<file path="src/rtl/casu_ep_pkg.sv">
// -----------------------------------------------------------------------------
// casu_ep_pkg
// Shared definitions for the CASU multi-region executable-pointer peripheral:
// FSM state encoding, CTRL/STATUS bit positions and register index helpers.
// No ports (package).
// -----------------------------------------------------------------------------
package casu_ep_pkg;

  typedef enum logic [1:0] {
    ST_IDLE  = 2'd0,
    ST_CHECK = 2'd1,
    ST_REQ   = 2'd2,
    ST_APPLY = 2'd3
  } ep_state_t;

  // CTRL bit positions (MASK occupies [NUM_ER-1:0])
  localparam int CTRL_INVAL  = 13;
  localparam int CTRL_LOCK   = 14;
  localparam int CTRL_COMMIT = 15;

  // STATUS bit positions
  localparam int STAT_BUSY       = 0;
  localparam int STAT_DONE       = 1;
  localparam int STAT_ERR        = 2;
  localparam int STAT_OVR        = 3;
  localparam int STAT_LOCKED     = 4;
  localparam int STAT_ERRIDX_LSB = 8;

  // Largest supported region count; sizes the internal region arrays so that
  // a 3-bit index always addresses them exactly.
  localparam int MAX_ER = 8;

  function automatic int smin_idx(input int k);
    return 2 * k;
  endfunction

  function automatic int smax_idx(input int k);
    return 2 * k + 1;
  endfunction

  function automatic int ctrl_idx(input int num_er);
    return 2 * num_er;
  endfunction

  function automatic int stat_idx(input int num_er);
    return 2 * num_er + 1;
  endfunction

endpackage

</file>
<file path="src/rtl/casu_ep_region.sv">
// -----------------------------------------------------------------------------
// casu_ep_region
// One executable region: shadow ER_min/ER_max written from the bus with byte
// lanes, active copies loaded from the shadows on apply, and the valid bit.
// Ports:
//   mclk, puc_rst       clock, async active-high reset
//   i_din               bus write data
//   i_we_min/i_we_max   byte-lane enables for the shadow min/max registers
//   i_apply             copy shadow -> active and set valid
//   i_inval             clear valid (active values are kept)
//   o_smin/o_smax       shadow values (bus readback)
//   o_amin/o_amax       active values (to the monitor)
//   o_valid             region is enforced
// -----------------------------------------------------------------------------
module casu_ep_region #(
  parameter logic [15:0] MIN_RST   = 16'h0000,
  parameter logic [15:0] MAX_RST   = 16'h0000,
  parameter logic        VALID_RST = 1'b0
) (
  input  logic        mclk,
  input  logic        puc_rst,
  input  logic [15:0] i_din,
  input  logic [1:0]  i_we_min,
  input  logic [1:0]  i_we_max,
  input  logic        i_apply,
  input  logic        i_inval,
  output logic [15:0] o_smin,
  output logic [15:0] o_smax,
  output logic [15:0] o_amin,
  output logic [15:0] o_amax,
  output logic        o_valid
);

  logic [15:0] r_smin;
  logic [15:0] r_smax;
  logic [15:0] r_amin;
  logic [15:0] r_amax;
  logic        r_valid;

  always_ff @(posedge mclk or posedge puc_rst) begin
    if (puc_rst) begin
      r_smin <= MIN_RST;
      r_smax <= MAX_RST;
    end else begin
      if (i_we_min[0]) r_smin[7:0]  <= i_din[7:0];
      if (i_we_min[1]) r_smin[15:8] <= i_din[15:8];
      if (i_we_max[0]) r_smax[7:0]  <= i_din[7:0];
      if (i_we_max[1]) r_smax[15:8] <= i_din[15:8];
    end
  end

  // Apply and invalidate never coincide in practice (bus writes are blocked
  // while the FSM is busy); apply wins if they ever do.
  always_ff @(posedge mclk or posedge puc_rst) begin
    if (puc_rst) begin
      r_amin  <= MIN_RST;
      r_amax  <= MAX_RST;
      r_valid <= VALID_RST;
    end else if (i_apply) begin
      r_amin  <= r_smin;
      r_amax  <= r_smax;
      r_valid <= 1'b1;
    end else if (i_inval) begin
      r_valid <= 1'b0;
    end
  end

  assign o_smin  = r_smin;
  assign o_smax  = r_smax;
  assign o_amin  = r_amin;
  assign o_amax  = r_amax;
  assign o_valid = r_valid;

endmodule

</file>
<file path="src/rtl/casu_ep_multi_per.sv">
// -----------------------------------------------------------------------------
// casu_ep_multi_per
// Multi-region executable-pointer peripheral on the openMSP430 peripheral bus.
// Software stages bounds in shadow registers and commits them atomically via
// a validate / request / apply sequence; the CASU monitor acknowledges each
// update before the active bounds change.
// Ports:
//   mclk, puc_rst           clock, async active-high reset
//   per_addr/per_din        bus word address / write data
//   per_en/per_we           bus enable / byte write enables (00 = read)
//   per_dout                combinational read data, 0 when not selected
//   er_min/er_max           active bounds, region k at [16k+15:16k]
//   er_valid                per-region enforce flags
//   upd_req/upd_ack         update handshake with the monitor
// Build option: define CASU_EP_LOCK_EN to enable the sticky CTRL.LOCK bit.
//
// state    | meaning
// ---------+-----------------------------------------------------------------
// ST_IDLE  | waiting; a pending commit (r_go) moves to CHECK
// ST_CHECK | one region per cycle, SMIN<=SMAX for masked regions
// ST_REQ   | upd_req high, waiting for upd_ack
// ST_APPLY | masked regions copy shadow -> active, DONE set
// -----------------------------------------------------------------------------
module casu_ep_multi_per
  import casu_ep_pkg::*;
#(
  parameter logic [14:0] BASE_ADDR   = 15'h0140,
  parameter int          NUM_ER      = 4,
  parameter int          DEC_WD      = 4,
  parameter logic [15:0] ER0_MIN_RST = 16'hE000,
  parameter logic [15:0] ER0_MAX_RST = 16'hEFFF
) (
  input  logic                mclk,
  input  logic                puc_rst,
  input  logic [13:0]         per_addr,
  input  logic [15:0]         per_din,
  input  logic                per_en,
  input  logic [1:0]          per_we,
  output logic [15:0]         per_dout,
  output logic [16*NUM_ER-1:0] er_min,
  output logic [16*NUM_ER-1:0] er_max,
  output logic [NUM_ER-1:0]   er_valid,
  output logic                upd_req,
  input  logic                upd_ack
);

  localparam logic [DEC_WD-1:0] CTRL_IDX = DEC_WD'(ctrl_idx(NUM_ER));
  localparam logic [DEC_WD-1:0] STAT_IDX = DEC_WD'(stat_idx(NUM_ER));
  localparam logic [2:0]        LAST_IDX = 3'(NUM_ER - 1);

  ep_state_t   r_state;
  ep_state_t   w_state_nxt;
  logic        r_go;
  logic [7:0]  r_mask;
  logic [2:0]  r_cnt;
  logic        r_upd_req;
  logic        r_done;
  logic        r_err;
  logic        r_ovr;
  logic [2:0]  r_err_idx;

  logic                w_sel;
  logic [DEC_WD-1:0]   w_idx;
  logic                w_wr;
  logic                w_rd;
  logic                w_busy;
  logic                w_locked;
  logic                w_wr_ok;
  logic                w_ovr_set;
  logic                w_ctrl_wr;
  logic                w_commit;
  logic                w_inval;
  logic [NUM_ER-1:0]   w_mask_in;
  logic                w_mask_nz;
  logic                w_chk_fail;
  logic [15:0]         w_status;
  logic [15:0]         w_dout;
  logic [15:0]         w_smin [MAX_ER];
  logic [15:0]         w_smax [MAX_ER];

  // ---------------------------------------------------------------- decode
  assign w_sel = per_en && (per_addr[13:DEC_WD] == BASE_ADDR[14:DEC_WD+1]);
  assign w_idx = per_addr[DEC_WD-1:0];
  assign w_wr  = w_sel && (per_we != 2'b00);
  assign w_rd  = w_sel && (per_we == 2'b00);

  // r_go covers the cycle between the CTRL write and CHECK entry, so the
  // block already counts as busy there.
  assign w_busy = (r_state != ST_IDLE) || r_go;

  assign w_wr_ok   = w_wr && !w_busy && !w_locked;
  assign w_ovr_set = w_wr && w_busy && !w_locked;
  assign w_ctrl_wr = w_wr_ok && (w_idx == CTRL_IDX);
  assign w_mask_in = per_din[NUM_ER-1:0];
  assign w_mask_nz = |w_mask_in;
  assign w_commit  = w_ctrl_wr && per_din[CTRL_COMMIT];
  assign w_inval   = w_ctrl_wr && per_din[CTRL_INVAL];

`ifdef CASU_EP_LOCK_EN
  logic r_locked;

  // Evaluated against the pre-write lock state, so LOCK+COMMIT still starts
  // the commit in the same write.
  always_ff @(posedge mclk or posedge puc_rst) begin
    if (puc_rst) r_locked <= 1'b0;
    else if (w_ctrl_wr && per_din[CTRL_LOCK]) r_locked <= 1'b1;
  end

  assign w_locked = r_locked;
`else
  assign w_locked = 1'b0;
`endif

  // --------------------------------------------------------------- regions
  for (genvar k = 0; k < NUM_ER; k++) begin : g_reg
    logic [1:0] w_we_min;
    logic [1:0] w_we_max;
    logic       w_apply;

    assign w_we_min = (w_wr_ok && (w_idx == DEC_WD'(smin_idx(k)))) ? per_we : 2'b00;
    assign w_we_max = (w_wr_ok && (w_idx == DEC_WD'(smax_idx(k)))) ? per_we : 2'b00;
    assign w_apply  = (r_state == ST_APPLY) && r_mask[k];

    casu_ep_region #(
      .MIN_RST   ((k == 0) ? ER0_MIN_RST : 16'h0000),
      .MAX_RST   ((k == 0) ? ER0_MAX_RST : 16'h0000),
      .VALID_RST (k == 0)
    ) u_region (
      .mclk     (mclk),
      .puc_rst  (puc_rst),
      .i_din    (per_din),
      .i_we_min (w_we_min),
      .i_we_max (w_we_max),
      .i_apply  (w_apply),
      .i_inval  (w_inval && w_mask_in[k]),
      .o_smin   (w_smin[k]),
      .o_smax   (w_smax[k]),
      .o_amin   (er_min[16*k +: 16]),
      .o_amax   (er_max[16*k +: 16]),
      .o_valid  (er_valid[k])
    );
  end

  for (genvar k = NUM_ER; k < MAX_ER; k++) begin : g_pad
    assign w_smin[k] = 16'h0000;
    assign w_smax[k] = 16'h0000;
  end

  // -------------------------------------------------------------------- FSM
  assign w_chk_fail = (r_state == ST_CHECK) && r_mask[r_cnt] &&
                      (w_smin[r_cnt] > w_smax[r_cnt]);

  always_comb begin
    w_state_nxt = r_state;
    unique case (r_state)
      ST_IDLE:  if (r_go) w_state_nxt = ST_CHECK;
      ST_CHECK: begin
        if (w_chk_fail)              w_state_nxt = ST_IDLE;
        else if (r_cnt == LAST_IDX)  w_state_nxt = ST_REQ;
      end
      ST_REQ:   if (upd_ack) w_state_nxt = ST_APPLY;
      ST_APPLY: w_state_nxt = ST_IDLE;
      default:  w_state_nxt = ST_IDLE;
    endcase
  end

  always_ff @(posedge mclk or posedge puc_rst) begin
    if (puc_rst) begin
      r_state   <= ST_IDLE;
      r_go      <= 1'b0;
      r_mask    <= 8'h00;
      r_cnt     <= 3'd0;
      r_upd_req <= 1'b0;
      r_done    <= 1'b0;
      r_err     <= 1'b0;
      r_ovr     <= 1'b0;
      r_err_idx <= 3'd0;
    end else begin
      r_state   <= w_state_nxt;
      r_upd_req <= (w_state_nxt == ST_REQ);
      r_go      <= w_commit && w_mask_nz;

      if (w_commit && w_mask_nz) r_mask <= 8'(w_mask_in);

      if (r_state == ST_CHECK) r_cnt <= r_cnt + 3'd1;
      else                     r_cnt <= 3'd0;

      if (w_ovr_set) r_ovr <= 1'b1;

      // Later assignments override the CTRL-write clear.
      if (w_ctrl_wr) begin
        r_done    <= 1'b0;
        r_err     <= 1'b0;
        r_err_idx <= 3'd0;
      end
      if (w_commit && !w_mask_nz) r_done <= 1'b1;
      if (w_chk_fail) begin
        r_err     <= 1'b1;
        r_err_idx <= r_cnt;
      end
      if (r_state == ST_APPLY) r_done <= 1'b1;
    end
  end

  assign upd_req = r_upd_req;

  // --------------------------------------------------------------- readback
  assign w_status = {5'b0, r_err_idx, 3'b0, w_locked, r_ovr, r_err, r_done, w_busy};

  always_comb begin
    w_dout = 16'h0000;
    if (w_rd) begin
      for (int k = 0; k < NUM_ER; k++) begin
        if (w_idx == DEC_WD'(smin_idx(k))) w_dout = w_smin[k];
        if (w_idx == DEC_WD'(smax_idx(k))) w_dout = w_smax[k];
      end
      if (w_idx == STAT_IDX) w_dout = w_status;
    end
  end

  assign per_dout = w_dout;

endmodule
</file>
<file path="config.mk">
export PLATFORM = sky130hd
export DESIGN_NAME = casu_ep_multi_per
export DESIGN_NICKNAME = d
export VERILOG_FILES = /design/src/rtl/casu_ep_pkg.sv /design/src/rtl/casu_ep_region.sv /design/src/rtl/casu_ep_multi_per.sv
export SDC_FILE = /design/constraint.sdc
export NUM_CORES = 1
export LEC_CHECK = 0
export ABC_CLOCK_PERIOD_IN_PS = 12850
export BUFFER_PORTS_ARGS = -buffer_cell sky130_fd_sc_hd__buf_4
export CORE_MARGIN = 5
export CORE_UTILIZATION = 40
export CTS_BUF_LIST = sky130_fd_sc_hd__clkbuf_4 sky130_fd_sc_hd__clkbuf_8
export DETAILED_ROUTE_END_ITERATION = 8
export PLACE_DENSITY = 0.71
export SYNTH_ARGS = -nofsm -noshare
export SYNTH_HDL_FRONTEND = slang
export SYNTH_SLANG_ARGS = --single-unit
export TNS_END_PERCENT = 50
</file>
<file path="constraint.sdc">
create_clock -name mclk -period 12.85 [get_ports mclk]
set_clock_uncertainty 0.1 [all_clocks]
set_input_delay 1.285 -clock mclk [delete_from_list [all_inputs] [get_ports mclk]]
set_output_delay 1.285 -clock mclk [all_outputs]
set_load 0.005 [all_outputs]
</file>
==> summary.md, run 1 <==
| Metric | Value |
|---|---|
| Sw Ratio | 0.2494 |
| RSZ-0062 raised after global routing | false |
| Die Wd | 192.6 um |
| Final TNS setup | 0 ns |
| Drt drc | 0 |
| Crit Path Class | in2out |
| Cell count after synthesis | 1002 |
| Synthesized Nets | 1056 |
| Number of synthesized register bits | 277 |
| Clock buffer depth | 3 |
| Pwr dens | 118.1 nW/um^2 |
| H-Tree Depth | 2 |
| Setup violators final | 0 |
| Fin worst setup slack | 7.618 ns |
| Largest net degree at the start of global routing | 169 |
| Post-CTS resize count | 0 |
| Mean Syn Cell Area | 13.31 um^2 |
| CP max stage delay | 0.60 ns |
| Detailed placer's ending HPWL | 27000 um |
| Core area | 32700 um^2 |
| DR WL/cell | 23.42 um |
| Area grow syn2layout | 20.26% |
| Maximum VDD drop | 0.07219 mV |
| NetSw | 472.1 uW |
| Synth cell types | 61 |
| Register area | 6980 um^2 |
| Final slew viol count | 0 |
| Area leader, netlist | dfrtp_1 |
| Initial antenna violation count | 0 |
| Clock slew at reported path FFs | 0.06 ns |
| Global route overflow | 0 |
| Skew-Pair Late Insertion Delay | 0.56 ns |
| Top-count cell post-synth | mux2_2 |
| Ys flop type | dfrtp_1 |
| Flop pwr share | 0.483 |
| CP Data Required Time | 11.47 ns |
| Post-synthesis async set-or-reset flop share | 1.000 |
| Initial Utilization | 0.4077 |
| Commonest cells in the netlist | mux2_2 (260), dfrtp_1 (240), nor2_1 (50) |
| Fill cells | 2969 |
| Leakage | 0.007760 uW |
| Fin nets | 1225 |
| Arrival time worst endpoint | 3.85 ns |
| Port Buffers | 184 |
| Period utilization | 0.4072 |
| Routed WL | 38580 um |
| Iteration count of the initial detailed-routing pass | 5 |
| Final hold vios | 0 |
| Iter 0 DRT Violations | 801 |
| Vias in the first global route | 9582 |
| First-pass GRT wire length | 59070 um |
| GRT Total Usage | 0.2075 |
| Die ar. | 37080 um^2 |
| Clock power frac | 0.435 |
| IO Pins | 185 |
| Post-Syn Area | 13330 um^2 |
| Multi-input logic area | 6070 um^2 |
| Synth warnings | 0 |
| Critical path startpoint category | input port |
| DR vias/cell | 5.596 |
| FMAX | 191.1 MHz |
| Layout cell share with drive strength beyond 1 | 0.5245 |
| Comb power frac | 0.082 |
| Pint | 1421 uW |
| EDFF count, synth | 0 |
| Critical path's most frequent cell | buf_4 |
| Hold Path Class | reg2reg |
| Num CTS Buffers | 45 |
| CP max-delay cell | nor2b_1 |
| R2R Setup Slk | 9.07 ns |
| Chip Height | 192.6 um |
| Pre-CTS setup slack | 7.737 ns |
| Worst Path Max Fanout | 42 |
| Outcome | completed |
| Seq/Total Area, Yosys | 0.5234 |
| CTS sink count | 277 |
| Post-layout min period | 5.232 ns |
| Rel. slew slack | 0.2556 |
| GP Congestion | 0.9560 |
| Setup Fix Bufs, Post-CTS | 0 |
| Root Driver | clkbuf_8 |
| Row count | 66 |
| Least-Margin Pin Slew | 1.115 ns |
| Ant. Diodes | 0 |
| Max_cap viols | 0 |
| DR vias | 9217 |
| CTS Hold Bufs | 0 |
| Final ANT Viol Nets | 0 |
| Worst setup EP type | output pin |
| Critical path cell sequence | buf_4 > nor2b_1 > nand2_1 > nor2_1 > a22oi_1 > a211oi_1 > buf_4 |
| TritonCTS clock tree | yes |
| Share of the synthesized area in the top cell type | 0.4505 |
| Hold slack final | 0.3894 ns |
| Top post-synthesis cells by area | dfrtp_1 (45%), mux2_2 (22%), dfstp_2 (7.3%), mux4_2 (5.7%), ha_1 (1.7%) |
[per-layer routing]
metal  vias to the layer above  part of all wire  track usage
li1                       4037                 -            -
met1                      4708              0.43       0.2921
met2                       399              0.46       0.3219
met3                        73             0.078      0.04504
met4                         0             0.030      0.06692
met5                         -                 0            0
[kinds of logic (layout without fill, tap and decap cells)]
kind of cell / after synthesis / after routing / synth area share
AND/OR/NAND/NOR: 202 / 202 / 0.08493
buffers and inverters: 72 / 275 / 0.02290
AO/OA/AOI/OAI: 120 / 120 / 0.06053
adder cells (fa/ha/maj): 18 / 18 / 0.01689
flip-flops: 277 / 277 / 0.5234
multiplexers: 313 / 313 / 0.2914
[area by class of cell]
cell class                      count  area share
Sequential cell                   277      0.4353
Multi-Input combinational cell    653      0.3785
Timing Repair Buffer              186     0.08787
Clock buffer                       73     0.05564
Tap cell                          442     0.03449
Clock inverter                      8    0.005774
Inverter                            8    0.002341
[registers in the layout, summed over array words and instances, names as in the netlist]
signal	cells
g.u_region.o_amax	64
g.u_region.o_amin	64
g.u_region.o_smax	64
g.u_region.o_smin	64
g.u_region.o_valid	4
r_mask	4
r_cnt	3
r_err_idx	3
r_state	2
r_done	1
r_err	1
r_go	1
r_ovr	1
upd_req	1
[stage by stage]
step | util | instance area, um^2 | total power, uW | std cells
after floorplan | - | 13330 | 1038 | 1002
after global placement | 0.4602 | 15050 | 1082 | 1566
after detailed placement | 0.4602 | 15050 | 1086 | 1566
after CTS | 0.4903 | 16030 | 1914 | 1647
after global routing | 0.4903 | 16030 | 1967 | 1647
final | 0.4903 | 16030 | 1893 | 1647
[final timing paths]
check / end / startpoint / cells after the start
max in group asynchronous: g_reg[2].u_region.o_amin[1] / puc_rst / 3
worst max-delay path: per_dout[10] / per_addr[2] / 7
worst max register to register: r_err_idx[0] / r_cnt[0] / 9
worst min-delay path: g_reg[1].u_region.o_valid / g_reg[1].u_region.o_valid / 1
worst min register to register: g_reg[1].u_region.o_valid / g_reg[1].u_region.o_valid / 1
min in group asynchronous: g_reg[0].u_region.o_amin[8] / puc_rst / 2
[layout by cell type (no fill, tap or decap), drive strengths merged, types with 3 or more instances in the layout]
cell type / instances
mux2: 261
ha: 18
o22ai: 8
dfstp: 37
mux2i: 18
nand3: 16
buf: 186
a22oi: 11
and2: 21
nor2: 56
nand2b: 10
and3: 8
clkinv: 5
nand4: 5
o21bai: 3
dfrtp: 240
clkbuf: 73
nand3b: 3
a31oi: 5
nor4: 6
nor3: 5
a21o: 6
nor2b: 15
o2bb2ai: 3
a32o: 4
o21ai: 28
mux4: 34
a21oi: 24
inv: 8
a211oi: 7
or3b: 3
nand2: 43
nor3b: 3
a21bo: 4
[power groups by stage]
stage	logic, uW	registers [uW]	clock network, uW
6_report	156	913	823
3_5_place_dp	158	928	0
3_3_place_gp	155	927	0
5_1_grt	171	914	882
4_1_cts	159	912	843
2_1_floorplan	141	898	0
[worst max-delay path: cells and delay by family]
family	cells	cell delay [ns]
compound gates	2	0.70
simple gates	3	1.26
buf+inv	2	0.60
(Power assumes the default switching activity.)
==> run 2: changes to the inputs <==
- ABC_CLOCK_PERIOD_IN_PS: 12850 -> 4750
- PLACE_DENSITY: 0.71 -> 0.73
- clock period: 12.85 -> 4.75 ns (I/O delays scaled with it)
==> summary.md, run 2 (synthesis gave the netlist of run 1 again) <==
| Metric | Value |
|---|---|
| Largest net degree at the start of global routing | 123 |
| DR WL/cell | 23.74 um |
| IO Pins | 185 |
| Clock buffer depth | 3 |
| Row count | 66 |
| DP Area | 15120 um^2 |
| Chip Height | 192.6 um |
| Detailed placer's ending HPWL | 27660 um |
| Skew-Pair Late Insertion Delay | 0.56 ns |
| Pre-CTS setup slack | 0.9233 ns |
| CTS Hold Bufs | 0 |
| Initial Utilization | 0.4077 |
| Ant. Diodes | 0 |
| FMAX | 262.7 MHz |
| Fin worst setup slack | 0.9437 ns |
| Worst Path Max Fanout | 29 |
| Die ar. | 37080 um^2 |
| Routed WL | 39410 um |
| Fin nets | 1235 |
| Initial antenna violation count | 0 |
| Arrival time worst endpoint | 4.15 ns |
| Drt drc | 0 |
| Leakage | 0.007861 uW |
| DR vias/cell | 5.676 |
| Critical path startpoint category | flip-flop |
| Vias in the first global route | 9842 |
| Final core occ | 0.4961 |
| Final slew viol count | 0 |
| Global route overflow | 0 |
| TritonCTS clock tree | yes |
| Setup violators final | 0 |
| Port Buffers | 184 |
| Core area | 32700 um^2 |
| Final hold vios | 0 |
| First-pass GRT wire length | 59970 um |
| Layout cell share with drive strength beyond 1 | 0.5287 |
| Maximum VDD drop | 0.1743 mV |
| Fill cells | 2896 |
| Finished Cell Area | 16220 um^2 |
| Least-Margin Pin Slew | 1.189 ns |
| Outcome | completed |
| Hold Path Class | in2async |
| Post-CTS resize count | 0 |
| GRT Total Usage | 0.2108 |
| Final TNS setup | 0 ns |
| Multi-input logic area | 6070 um^2 |
| Iteration count of the initial detailed-routing pass | 5 |
| CP Data Required Time | 5.09 ns |
| Die Wd | 192.6 um |
| Hold slack final | 0.02484 ns |
| Post-layout min period | 3.806 ns |
| Most common cell after layout, fill and taps aside | mux2_2 |
| Num CTS Buffers | 46 |
| GP Congestion | 0.9200 |
| Root Driver | clkbuf_8 |
| Register area | 6979 um^2 |
| Worst setup EP type | flip-flop |
| Crit Path Class | reg2reg |
| Setup Fix Bufs, Post-CTS | 0 |
| Max_cap viols | 0 |
| Final ANT Viol Nets | 0 |
| H-Tree Depth | 2 |
| Pwr dens | 329.1 nW/um^2 |
| RSZ-0062 raised after global routing | false |
| Area grow syn2layout | 21.67% |
| CTS sink count | 277 |
| Clock slew at reported path FFs | 0.07 ns |
| DR vias | 9422 |
| Iter 0 DRT Violations | 899 |
| Period utilization | 0.8013 |
| Commonest cells after routing, fill and taps aside | mux2_2 (260), dfrtp_1 (239), buf_4 (193) |
| Rel. slew slack | 0.2067 |
-- run 2: cell count changes in the layout (fill, tap and decap cells not counted) --
cell | before | now
clkbuf_8 | 55 | 65
bufinv_16 | 2 | 3
buf_4 | 185 | 193
dfrtp_1 | 238 | 239
clkbuf_4 | 18 | 11
dfrtp_2 | 2 | 1
clkinv_2 | 5 | 6
buf_12 | 1 | 2
inv_8 | 1 | 0
-- run 2: worst max-delay path, cell delays in order, from the launching register on --
cell	delay [ns]
dfrtp_2	0.98
mux4_2	0.61
and2_1	0.18
ha_1	0.29
and3_1	0.17
nand4_1	0.22
a211o_1	0.31
a41oi_2	0.44
mux2_2	0.39
-- run 2: final timing paths --
path	slack, ns	from	cells past startpoint	end
min reg2reg	0.38	g_reg[0].u_region.o_amax[12]	2	g_reg[0].u_region.o_amax[12]
min	0.02	puc_rst	2	g_reg[3].u_region.o_smin[11]
max in group asynchronous	3.36	puc_rst	3	g_reg[2].u_region.o_smin[3]
max	0.94	r_cnt[0]	8	r_err_idx[1]
min in group mclk	0.06	upd_ack	2	upd_req
max reg2reg	0.94	r_cnt[0]	8	r_err_idx[1]
-- run 2: layer usage --
metal | track usage | vias to the layer above | routed length [um]
met4 | 0.07543 | 0 | 1335
met1 | 0.2927 | 4789 | 16530
met5 | 0 | - | 0
met3 | 0.05409 | 95 | 3543
met2 | 0.3217 | 484 | 18000
li1 | - | 4054 | -
-- run 2: metrics by stage --
stage,power [uW],instances
after floorplan,2810,1002
after global placement,2928,1575
after detailed placement,2943,1575
after CTS,5369,1660
after global routing,5539,1660
final,5339,1660
-- run 2: cell type report --
cell class	count	area share
inverter	8	0.002083
clock inverter	9	0.007405
clock buffer	76	0.06024
multi-input combinational	653	0.3742
tap	442	0.03409
sequential	277	0.4302
timing repair buffer	195	0.09179
-- run 2: power by group --
| group | switching [uW] | total (uW) | internal [uW] |
|---|---|---|---|
| logic | 233 | 409 | 176 |
| clock network | 974 | 2440 | 1460 |
| registers | 115 | 2490 | 2380 |
